**src/rtl/snake_pkg.sv**
```systemverilog
// Shared constants for the snake game blocks: FSM state encoding and bus widths.
package snake_pkg;

   localparam int unsigned SCORE_W = 4;
   localparam int unsigned LEVEL_W = 2;

   typedef enum logic [1:0] {
      ST_IDLE = 2'd0,
      ST_PLAY = 2'd1,
      ST_OVER = 2'd2,
      ST_WIN  = 2'd3
   } state_t;

endpackage

```
**src/rtl/edge_rise.sv**
```systemverilog
// Rising-edge detector: one-cycle registered delay of the input, ANDed with
// the inverted delayed copy. Usable for apple-eaten and button inputs alike.
module edge_rise (
   input  logic clk,
   input  logic rst_n,
   input  logic in,
   output logic rise
);

   logic in_d;

   // Delay register, updated every cycle regardless of game state
   always_ff @(posedge clk) begin
      if (!rst_n) in_d <= 1'b0;
      else        in_d <= in;
   end

   assign rise = in & ~in_d;

endmodule

```
**src/rtl/score_counter.sv**
```systemverilog
// Snake game score tracker: game-state FSM, apple counter, speed level and
// optional best-score register (enabled with macro SCORE_HISCORE_EN).
//
// state   | meaning
// --------+-----------------------------------------------
// IDLE    | after reset, waiting for start
// PLAY    | game running, apples counted
// OVER    | snake crashed, score frozen until start
// WIN     | SCORE_MAX reached, score frozen until start
module score_counter
   import snake_pkg::*;
#(
   parameter int unsigned SCORE_MAX  = 15,
   parameter int unsigned LEVEL_STEP = 4
) (
   input  logic               clk,
   input  logic               rst_n,
   input  logic               start,
   input  logic               eat,
   input  logic               crash,
   output logic [SCORE_W-1:0] score,
   output logic [SCORE_W-1:0] hiscore,
   output logic [LEVEL_W-1:0] level,
   output logic               playing,
   output logic               game_over,
   output logic               win
);

   localparam logic [SCORE_W-1:0] MAX_V  = SCORE_W'(SCORE_MAX);
   localparam logic [SCORE_W-1:0] STEP_V = SCORE_W'(LEVEL_STEP);
   localparam logic [SCORE_W-1:0] LVL_TOP = SCORE_W'(3);

   state_t             state, state_nxt;
   logic               eat_rise;
   logic               enter_play;
   logic [SCORE_W-1:0] score_nxt;
   logic [SCORE_W-1:0] level_quot;
   logic [LEVEL_W-1:0] level_nxt;
   logic               playing_nxt, game_over_nxt, win_nxt;

   edge_rise u_eat_rise (
      .clk  (clk),
      .rst_n(rst_n),
      .in   (eat),
      .rise (eat_rise)
   );

   // State register
   always_ff @(posedge clk) begin
      if (!rst_n) state <= ST_IDLE;
      else        state <= state_nxt;
   end

   // Next-state decode; crash takes precedence over a winning apple
   always_comb begin
      state_nxt = state;
      case (state)
         ST_IDLE: if (start) state_nxt = ST_PLAY;
         ST_PLAY: begin
            if (crash)
               state_nxt = ST_OVER;
            else if (eat_rise && ((score + SCORE_W'(1)) == MAX_V))
               state_nxt = ST_WIN;
         end
         ST_OVER: if (start) state_nxt = ST_PLAY;
         ST_WIN:  if (start) state_nxt = ST_PLAY;
         default: state_nxt = ST_IDLE;
      endcase
   end

   // Next score and level; level follows the next score so both update together
   always_comb begin
      enter_play = (state != ST_PLAY) && (state_nxt == ST_PLAY);
      score_nxt  = score;
      if (enter_play)
         score_nxt = '0;
      else if ((state == ST_PLAY) && eat_rise && !crash && (score < MAX_V))
         score_nxt = score + SCORE_W'(1);
      level_quot = score_nxt / STEP_V;
      level_nxt  = (level_quot > LVL_TOP) ? LEVEL_W'(3) : level_quot[LEVEL_W-1:0];
   end

   // Output decode from the next state so the flags register alongside it
   always_comb begin
      playing_nxt   = (state_nxt == ST_PLAY);
      game_over_nxt = (state_nxt == ST_OVER);
      win_nxt       = (state_nxt == ST_WIN);
   end

   // Registered outputs
   always_ff @(posedge clk) begin
      if (!rst_n) begin
         score     <= '0;
         level     <= '0;
         playing   <= 1'b0;
         game_over <= 1'b0;
         win       <= 1'b0;
      end else begin
         score     <= score_nxt;
         level     <= level_nxt;
         playing   <= playing_nxt;
         game_over <= game_over_nxt;
         win       <= win_nxt;
      end
   end

`ifdef SCORE_HISCORE_EN
   logic               enter_end;
   logic [SCORE_W-1:0] hiscore_q;

   // Best score captured on the edge a game ends; survives restarts
   always_ff @(posedge clk) begin
      if (!rst_n)
         hiscore_q <= '0;
      else if (enter_end && (score_nxt > hiscore_q))
         hiscore_q <= score_nxt;
   end

   assign enter_end = (state == ST_PLAY) &&
                      ((state_nxt == ST_OVER) || (state_nxt == ST_WIN));
   assign hiscore   = hiscore_q;
`else
   assign hiscore = '0;
`endif

endmodule
```
**config.mk**
```make
export PLATFORM = sky130hd
export DESIGN_NAME = score_counter
export DESIGN_NICKNAME = d
export VERILOG_FILES = /design/src/rtl/snake_pkg.sv /design/src/rtl/edge_rise.sv /design/src/rtl/score_counter.sv
export SDC_FILE = /design/constraint.sdc
export NUM_CORES = 1
export LEC_CHECK = 0
export ABC_CLOCK_PERIOD_IN_PS = 4400
export CAP_MARGIN = 15
export CELL_PAD_IN_SITES_DETAIL_PLACEMENT = 0
export CELL_PAD_IN_SITES_GLOBAL_PLACEMENT = 1
export CORE_UTILIZATION = 33
export DETAILED_ROUTE_END_ITERATION = 10
export GPL_ROUTABILITY_DRIVEN = 0
export GPL_TIMING_DRIVEN = 0
export PLACE_DENSITY_LB_ADDON = 0.1
export SLEW_MARGIN = 40
export SYNTH_ARGS = -nofsm -noshare
export SYNTH_HDL_FRONTEND = slang
export SYNTH_SLANG_ARGS = --single-unit
```
**constraint.sdc**
```tcl
create_clock -name clk -period 4.4 [get_ports clk]
set_clock_uncertainty 0.2 [all_clocks]
set_input_delay 0.88 -clock clk [delete_from_list [all_inputs] [get_ports clk]]
set_output_delay 0.88 -clock clk [all_outputs]
set_load 0.005 [all_outputs]
```
==> flow_summary.json, run 1 <==
{
  "synthCells": 56,
  "final_design_area_no_fill_um2": 727,
  "start_util_pct": 35.1,
  "yosysSeqAreaShare_pct": 37.8,
  "post-route-period-util_pct": 56.2,
  "grtUsageTotal_pct": 13.1,
  "clockRootBuffer": "clkbuf_4",
  "min_path_type": "flip-flop to flip-flop",
  "yosys.cell_types.count": 28,
  "area_growth_pct": 37.4,
  "max_freq_mhz": 404,
  "fp.coreArea_um2": 1510,
  "post_drt_wl_per_cell_um": 10.3,
  "worst_path_largest_cell_delay_ps": 490,
  "portBuffers": 13,
  "seqCellArea_um2": 200,
  "place_area_um2": 691,
  "rsz0062_at_grt": "no",
  "cp_num_buf_inv": 2,
  "ant_nets": 0,
  "tritoncts": "done",
  "worst-path-max-fanout": 9,
  "drv_cap": 0,
  "min_path_cells": 2,
  "overflow": 0,
  "leakagePower_nw": 0.291,
  "clkTransAtPathRegs_ps": 60,
  "setup_viol": 0,
  "die-area_um2": 1770,
  "fill_cells": 153,
  "cts_buffers": 3,
  "hpwl_um": 694,
  "synth-seq-cells": 10,
  "cts_resized": 0,
  "ctsHoldBuffers": 0,
  "min_period_ps": 2470,
  "r2r_cells": 4,
  "post-cts-setup-buffers": 0,
  "slew_viol_final": 0,
  "syn_area_per_cell_um2": 9.45,
  "critPathLaunchType": "flip-flop",
  "worstHoldStart": "score[1]",
  "worstReg2RegStart": "score[0]",
  "fin_nets": 84,
  "ir_drop_v": 0.000256,
  "firstDrtPassIters": 2,
  "hold_viol": 0,
  "end_kind": "output pin",
  "multi_input_area_um2": 280,
  "routed_wl_um": 949,
  "crit_family": "buffers and inverters",
  "critPathArrivalTime_ps": 1390,
  "num_vias": 429,
  "dieHeight_um": 42.0,
  "finalSetupTns_ps": 0,
  "die_x_um": 42.0,
  "p_per_area_nw_per_um2": 275,
  "ioPinCount": 18,
  "grt_pass1_vias": 361,
  "yosysWarnings": 0,
  "stdcell_count": 92,
  "htree_levels": 1,
  "vias_per_cell": 4.66,
  "path_depth": 2,
  "crit_required_ps": 3320,
  "grt_pass1_wl_um": 1660,
  "clk_latency_ps": 260,
  "cts.sinks": 10,
  "drtIter0Drc": 2,
  "syn_area_um2": 529,
  "crit_start": "score[3]",
  "outcome": "finished clean",
  "critPathKind": "flip-flop to output pin",
  "total_power_w": 0.000200,
  "slowest_stage": "dfxtp_1",
  "drive_above_1_share_pct": 19.7,
  "route.detailed.drc": 0,
  "max-clock-path-buffers": 2,
  "antenna_found_initial": 0,
  "grt_max_degree": 10,
  "rows": 14,
  "num_antenna_cells": 0,
  "place_inst": 88,
  "path_cells": "buf_4 > clkdlybuf4s50_1"
}
[state kept, by name, summed over array words and instances, names as in the netlist]
signal / count
playing: 1
u_eat_rise.in_d: 1
state: 2
score: 4
game_over: 1
win: 1
[worst paths after layout]
path / endpoint / slack (ps)
setup / recovery: score[3] / 1930
hold reg to reg: score[1] / 420
hold / removal: score[1] / 420
setup reg to reg: playing / 2610
[per-stage QoR]
stage | hold slack, ps | worst slack (ps) | util [%]
2_1_floorplan | 355 | 2590 | -
4_1_cts | 418 | 1910 | 48.3
3_3_place_gp | 390 | 1980 | 45.8
5_1_grt | 468 | 1840 | 48.3
3_5_place_dp | 407 | 1980 | 45.8
6_report | 415 | 1930 | 48.3
[report_power, final]
part           internal (W)  leakage (nW)  switching [W]
logic             0.0000141         0.188     0.00000931
registers         0.0000940        0.0817     0.00000284
clock network     0.0000502        0.0210      0.0000295
total              0.000158         0.291      0.0000417
[cells in the mapped netlist]
| cell | number | area [um2] |
|---|---|---|
| dfxtp_1 | 10 | 200 |
| buf_4 | 6 | 45.0 |
| inv_1 | 4 | 15.0 |
| nor2_1 | 4 | 15.0 |
| a21oi_1 | 3 | 15.0 |
| nand2_1 | 3 | 11.3 |
| a211oi_1 | 2 | 15.0 |
| and3b_1 | 2 | 17.5 |
| ha_1 | 2 | 25.0 |
| nor2b_1 | 2 | 12.5 |
| a211o_2 | 1 | 10.0 |
| a21boi_1 | 1 | 7.51 |
| a21boi_2 | 1 | 11.3 |
| a311oi_1 | 1 | 8.76 |
| a311oi_2 | 1 | 15.0 |
| and2_1 | 1 | 6.26 |
| and2b_1 | 1 | 7.51 |
| conb_1 | 1 | 3.75 |
| mux2_2 | 1 | 11.3 |
| nand2b_1 | 1 | 6.26 |
| nand3_1 | 1 | 5.00 |
| nand3b_1 | 1 | 7.51 |
| nand4bb_4 | 1 | 27.5 |
| nor3_1 | 1 | 5.00 |
| o21ai_0 | 1 | 5.00 |
| o21ai_1 | 1 | 5.00 |
| o22ai_1 | 1 | 6.26 |
| xnor2_1 | 1 | 8.76 |
[cell usage in the layout, fill, tap and decap left out, types with 2 or more instances in the layout]
master           instances
clkdlybuf4s50_1         13
dfxtp_1                 10
buf_4                    6
inv_1                    4
nor2_1                   4
conb_1                   4
nand2_1                  3
a21oi_1                  3
clkbuf_4                 3
and3b_1                  2
nor2b_1                  2
a211oi_1                 2
ha_1                     2
[cell families (layout without fill, tap and decap cells)]
group                    Yosys count  after routing  synth area share (%)
flip-flops                        10             10                  37.8
AND/OR/NAND/NOR                   18             18                  22.9
AO/OA/AOI/OAI                     13             13                  18.7
buffers and inverters             10             27                  11.3
other                              1              4                 0.709
multiplexers                       1              1                  2.13
XOR/XNOR                           1              1                  1.66
adder cells (fa/ha/maj)            2              2                  4.73
[worst register-to-register path, stage by stage (launching register included)]
cell and delay (ps):
dfxtp_1 480, ha_1 340, nand3b_1 100, a211o_2 380, and3b_1 180
[layout make-up]
type                    count  share of cell area [%]
flip-flops and latches     10                    27.5
plain buffers               6                    6.20
clock buffers               4                    4.99
multi-input cells          39                    38.6
inverters                   4                    2.07
repair buffers             13                    17.9
well taps                  16                    2.75
[layer usage]
metal | track usage [%] | share of wire, % | up-vias
met3 | 7.76 | 6.3 | 2
li1 | - | - | 224
met4 | 5.63 | 1.1 | 0
met5 | 0 | 0 | -
met2 | 17.2 | 40 | 14
met1 | 17.3 | 52 | 189
No activity file was read; power rests on OpenSTA's default activity.
==> inputs of run 2 (changes only) <==
--- a/config.mk
+++ b/config.mk
@@ -5,11 +5,11 @@
 export SDC_FILE = /design/constraint.sdc
 export NUM_CORES = 1
 export LEC_CHECK = 0
-export ABC_CLOCK_PERIOD_IN_PS = 4400
+export ABC_CLOCK_PERIOD_IN_PS = 2600
 export CAP_MARGIN = 15
 export CELL_PAD_IN_SITES_DETAIL_PLACEMENT = 0
 export CELL_PAD_IN_SITES_GLOBAL_PLACEMENT = 1
-export CORE_UTILIZATION = 33
+export CORE_UTILIZATION = 31
 export DETAILED_ROUTE_END_ITERATION = 10
 export GPL_ROUTABILITY_DRIVEN = 0
 export GPL_TIMING_DRIVEN = 0
==> constraint.sdc (replaced) <==
create_clock -name clk -period 2.6 [get_ports clk]
set_clock_uncertainty 0.2 [all_clocks]
set_input_delay 0.52 -clock clk [delete_from_list [all_inputs] [get_ports clk]]
set_output_delay 0.52 -clock clk [all_outputs]
set_load 0.005 [all_outputs]
==> flow_summary.json, run 2 (synthesis results as in run 1) <==
{
  "fp.coreArea_um2": 1560,
  "violations": "design-rule violations",
  "post-cts-setup-buffers": 0,
  "htree_levels": 1,
  "layout_common_cells": "13 x clkdlybuf4s50_1, 10 x dfxtp_1, 6 x buf_4",
  "final_common_cell": "clkdlybuf4s50_1",
  "critPathLaunchType": "flip-flop",
  "die_x_um": 43.3,
  "total_power_w": 0.000343,
  "fill_cells": 157,
  "min_path_type": "flip-flop to flip-flop",
  "cp_num_buf_inv": 2,
  "cts_resized": 0,
  "ant_nets": 0,
  "cts_buffers": 3,
  "post_drt_wl_per_cell_um": 9.78,
  "ctsHoldBuffers": 0,
  "max-clock-path-buffers": 2,
  "drtIter0Drc": 7,
  "hpwl_um": 677,
  "place_inst": 88,
  "crit_required_ps": 1880,
  "setup_viol": 0,
  "hold_viol": 0,
  "leakagePower_nw": 0.291,
  "worst-path-max-fanout": 9,
  "num_antenna_cells": 0,
  "drive_above_1_share_pct": 19.7,
  "regMostFlops": "score",
  "stdcell_count": 92,
  "clk_latency_ps": 260,
  "drv_cap": 0,
  "overflow": 0,
  "end_kind": "output pin",
  "dpl_worst_slack_ps": 527,
  "finalSetupTns_ps": 0,
  "worst_path_largest_cell_delay_ps": 480,
  "slowest_stage": "dfxtp_1",
  "rows": 14,
  "post-route-period-util_pct": 80.7,
  "crit_family": "buffers and inverters",
  "route.detailed.drc": 2,
  "critPathArrivalTime_ps": 1380,
  "rsz0062_at_grt": "no",
  "max_freq_mhz": 477,
  "antenna_found_initial": 0,
  "dieHeight_um": 43.3,
  "start_util_pct": 33.9,
  "clkTransAtPathRegs_ps": 70,
  "min_period_ps": 2100,
  "grt_max_degree": 10,
  "routed_wl_um": 900,
  "largest_reg_flops": 4,
  "fin_hold_ws_ps": 400,
  "area_growth_pct": 37.4,
  "ioPinCount": 18,
  "outcome": "complete, but fails checks",
  "die-area_um2": 1880,
  "grtUsageTotal_pct": 11.5,
  "clockRootBuffer": "clkbuf_4",
  "grt_pass1_vias": 357,
  "p_per_area_nw_per_um2": 472,
  "ir_drop_v": 0.000229,
  "slew_viol_final": 0,
  "firstDrtPassIters": 7,
  "tritoncts": "done",
  "grt_pass1_wl_um": 1550,
  "num_vias": 402,
  "portBuffers": 13,
  "setup_slack_ps": 502,
  "vias_per_cell": 4.37,
  "cts.sinks": 10,
  "path_cells": "buf_4 > clkdlybuf4s50_1",
  "top_regs": "score x4, state x2",
  "critPathKind": "flip-flop to output pin",
  "fin_nets": 84
}
[run 2: power breakdown]
| group | internal [W] | total [W] | switching, W |
|---|---|---|---|
| clock | 0.0000849 | 0.000140 | 0.0000553 |
| combinational | 0.0000238 | 0.0000391 | 0.0000153 |
| sequential | 0.000159 | 0.000164 | 0.00000481 |
| total | 0.000268 | 0.000343 | 0.0000754 |
[run 2: layout make-up]
class,count,area [um2],share of cell area [%]
inverter,4,15.0,2.07
sequential,10,200,27.5
multi-input combinational,39,280,38.6
buffer,6,45.0,6.20
clock buffer,4,36.3,4.99
timing repair buffer,13,130,17.9
tap,16,20.0,2.75
[run 2: stage by stage]
step                util (%)  area [um2]
finish                  46.6         727
global route            46.6         727
CTS                     46.6         727
detailed placement      44.3         691
global placement        44.3         691
floorplan                  -         541
[run 2: routing by layer]
| layer | up-vias | part of all wire (%) | routed length (um) | GRT usage, % |
|---|---|---|---|---|
| li1 | 226 | - | - | - |
| met1 | 165 | 52 | 467 | 15.1 |
| met5 | - | 0 | 0 | 0 |
| met3 | 2 | 5.1 | 46 | 2.98 |
| met2 | 9 | 42 | 376 | 15.8 |
| met4 | 0 | 1.0 | 9 | 9.38 |
[run 2: path summary, 6_finish.rpt]
| path | from | to | slack, ps | cells after the start |
|---|---|---|---|---|
| worst max-delay path | score[3] | score[3] | 500 | 2 |
| worst max register to register | score[1] | playing | 850 | 4 |
| worst min register to register | score[1] | score[1] | 400 | 2 |
| worst min-delay path | score[1] | score[1] | 400 | 2 |
[run 2: worst min-delay path: cells and delay by family (launching register included)]
kind	cells	cell delay, ps
DFF	1	380
and+or+nand+nor	1	120
AOI/OAI and AO/OA	1	50
==> inputs of run 3 (changes only) <==
--- a/config.mk
+++ b/config.mk
@@ -5,11 +5,11 @@
 export SDC_FILE = /design/constraint.sdc
 export NUM_CORES = 1
 export LEC_CHECK = 0
-export ABC_CLOCK_PERIOD_IN_PS = 2600
+export ABC_CLOCK_PERIOD_IN_PS = 1800
 export CAP_MARGIN = 15
 export CELL_PAD_IN_SITES_DETAIL_PLACEMENT = 0
 export CELL_PAD_IN_SITES_GLOBAL_PLACEMENT = 1
-export CORE_UTILIZATION = 31
+export CORE_UTILIZATION = 28
 export DETAILED_ROUTE_END_ITERATION = 10
 export GPL_ROUTABILITY_DRIVEN = 0
 export GPL_TIMING_DRIVEN = 0
==> constraint.sdc (replaced) <==
create_clock -name clk -period 1.8 [get_ports clk]
set_clock_uncertainty 0.2 [all_clocks]
set_input_delay 0.36 -clock clk [delete_from_list [all_inputs] [get_ports clk]]
set_output_delay 0.36 -clock clk [all_outputs]
set_load 0.005 [all_outputs]
==> flow_summary.json, run 3 (synthesis results as in run 1) <==
{
  "critPathArrivalTime_ps": 1170,
  "tritoncts": "done",
  "grt_pass1_wl_um": 1500,
  "min_period_ps": 1730,
  "rsz0062_at_grt": "no",
  "critPathLaunchType": "flip-flop",
  "path_cells": "clkdlybuf4s50_1",
  "dieHeight_um": 45.5,
  "final_design_area_no_fill_um2": 756,
  "clk_latency_ps": 260,
  "clkTransAtPathRegs_ps": 70,
  "max-clock-path-buffers": 2,
  "setup_viol": 0,
  "top_regs": "score x4, state x2",
  "portBuffers": 13,
  "num_vias": 421,
  "met1_usage_pct": 12.5,
  "end_kind": "output pin",
  "grt_pass1_vias": 389,
  "die-area_um2": 2070,
  "die_x_um": 45.5,
  "place_area_um2": 702,
  "clockRootBuffer": "clkbuf_4",
  "ioPinCount": 18,
  "firstDrtPassIters": 3,
  "post_drt_wl_per_cell_um": 9.20,
  "fin_nets": 85,
  "grtUsageTotal_pct": 10.7,
  "slowest_stage": "clkdlybuf4s50_1",
  "routed_wl_um": 938,
  "fp.coreArea_um2": 1750,
  "drive_above_1_share_pct": 27.3,
  "antenna_found_initial": 0,
  "htree_levels": 1,
  "use_met3_pct": 3.57,
  "layout_common_cells": "12 x clkdlybuf4s50_1, 8 x buf_4, 6 x dfxtp_1",
  "max_freq_mhz": 577,
  "worst-path-max-fanout": 7,
  "rows": 15,
  "regMostFlops": "score",
  "worst_path_largest_cell_delay_ps": 520,
  "p_per_area_nw_per_um2": 645,
  "route.detailed.drc": 0,
  "ir_drop_v": 0.000317,
  "area_growth_pct": 42.8,
  "largest_reg_flops": 4,
  "cp_num_buf_inv": 1,
  "final_common_cell": "clkdlybuf4s50_1",
  "hpwl_um": 731,
  "use_met2_pct": 15.4,
  "crit_family": "buffers and inverters",
  "ant_nets": 0,
  "hold_viol": 0,
  "critPathKind": "flip-flop to output pin",
  "post-route-period-util_pct": 96.3,
  "crit_required_ps": 1240,
  "fin_hold_ws_ps": 359,
  "start_util_pct": 30.3,
  "vias_per_cell": 4.13,
  "cts_buffers": 3,
  "leakagePower_nw": 0.301,
  "outcome": "finished clean",
  "min_path_type": "flip-flop to flip-flop",
  "busiest_layer": "met2",
  "slew_viol_final": 0,
  "drv_cap": 0,
  "num_antenna_cells": 0,
  "drtIter0Drc": 1,
  "grt_max_degree": 10,
  "overflow": 0,
  "cts.sinks": 10
}
run 3: cell types whose count changed in the layout (fill, tap and decap cells not counted):
cell	delta
dfxtp_4	+3
dfxtp_1	-4
dfxtp_2	+1
clkdlybuf4s50_1	-1
buf_4	+2
run 3: final cells by class:
cell class / instances / area, um2
Multi-Input combinational cell: 39 / 280
Tap cell: 25 / 31.3
Sequential cell: 10 / 213
Inverter: 4 / 15.0
Fill cell: 187 / 990
Timing Repair Buffer: 14 / 135
Clock buffer: 4 / 36.3
Buffer: 6 / 45.0
run 3: repair_timing:
action                                  in CTS  in global routing
gates cloned                                 0                  0
resized for setup                            7                  1
pin swaps                                    0                  0
endpoints found under the setup margin       6                  1
setup buffers                                1                  0
hold buffers                                 0                  0
run 3: per-layer routing:
metal | vias to the layer above | share of wire, %
met4 | 0 | 0.96
met3 | 2 | 5.0
met2 | 10 | 44
met5 | - | 0
met1 | 178 | 49
li1 | 231 | -
run 3: per-stage QoR:
stage	instances	util [%]	total power (W)	setup TNS (ps)	setup WS, ps
finish	102	43.3	0.000487	0	67.2
detailed placement	97	40.2	0.000299	-489	-137
global placement	97	40.2	0.000299	-467	-114
floorplan	59	-	0.000273	0	165
CTS	102	43.2	0.000499	0	46.0
global route	102	43.3	0.000519	0	16.1
run 3: path summary, 6_finish.rpt:
path,start,end,slack [ps],cells after the start
worst max-delay path,score[1],score[1],70,1
worst min-delay path,score[1],score[1],360,2
worst min register to register,score[1],score[1],360,2
worst max register to register,score[0],playing,130,5
run 3: power breakdown:
group	total, W	internal, W	switching [W]
Sequential	0.000233	0.000226	0.00000717
Combinational	0.0000566	0.0000345	0.0000221
Clock	0.000198	0.000123	0.0000749
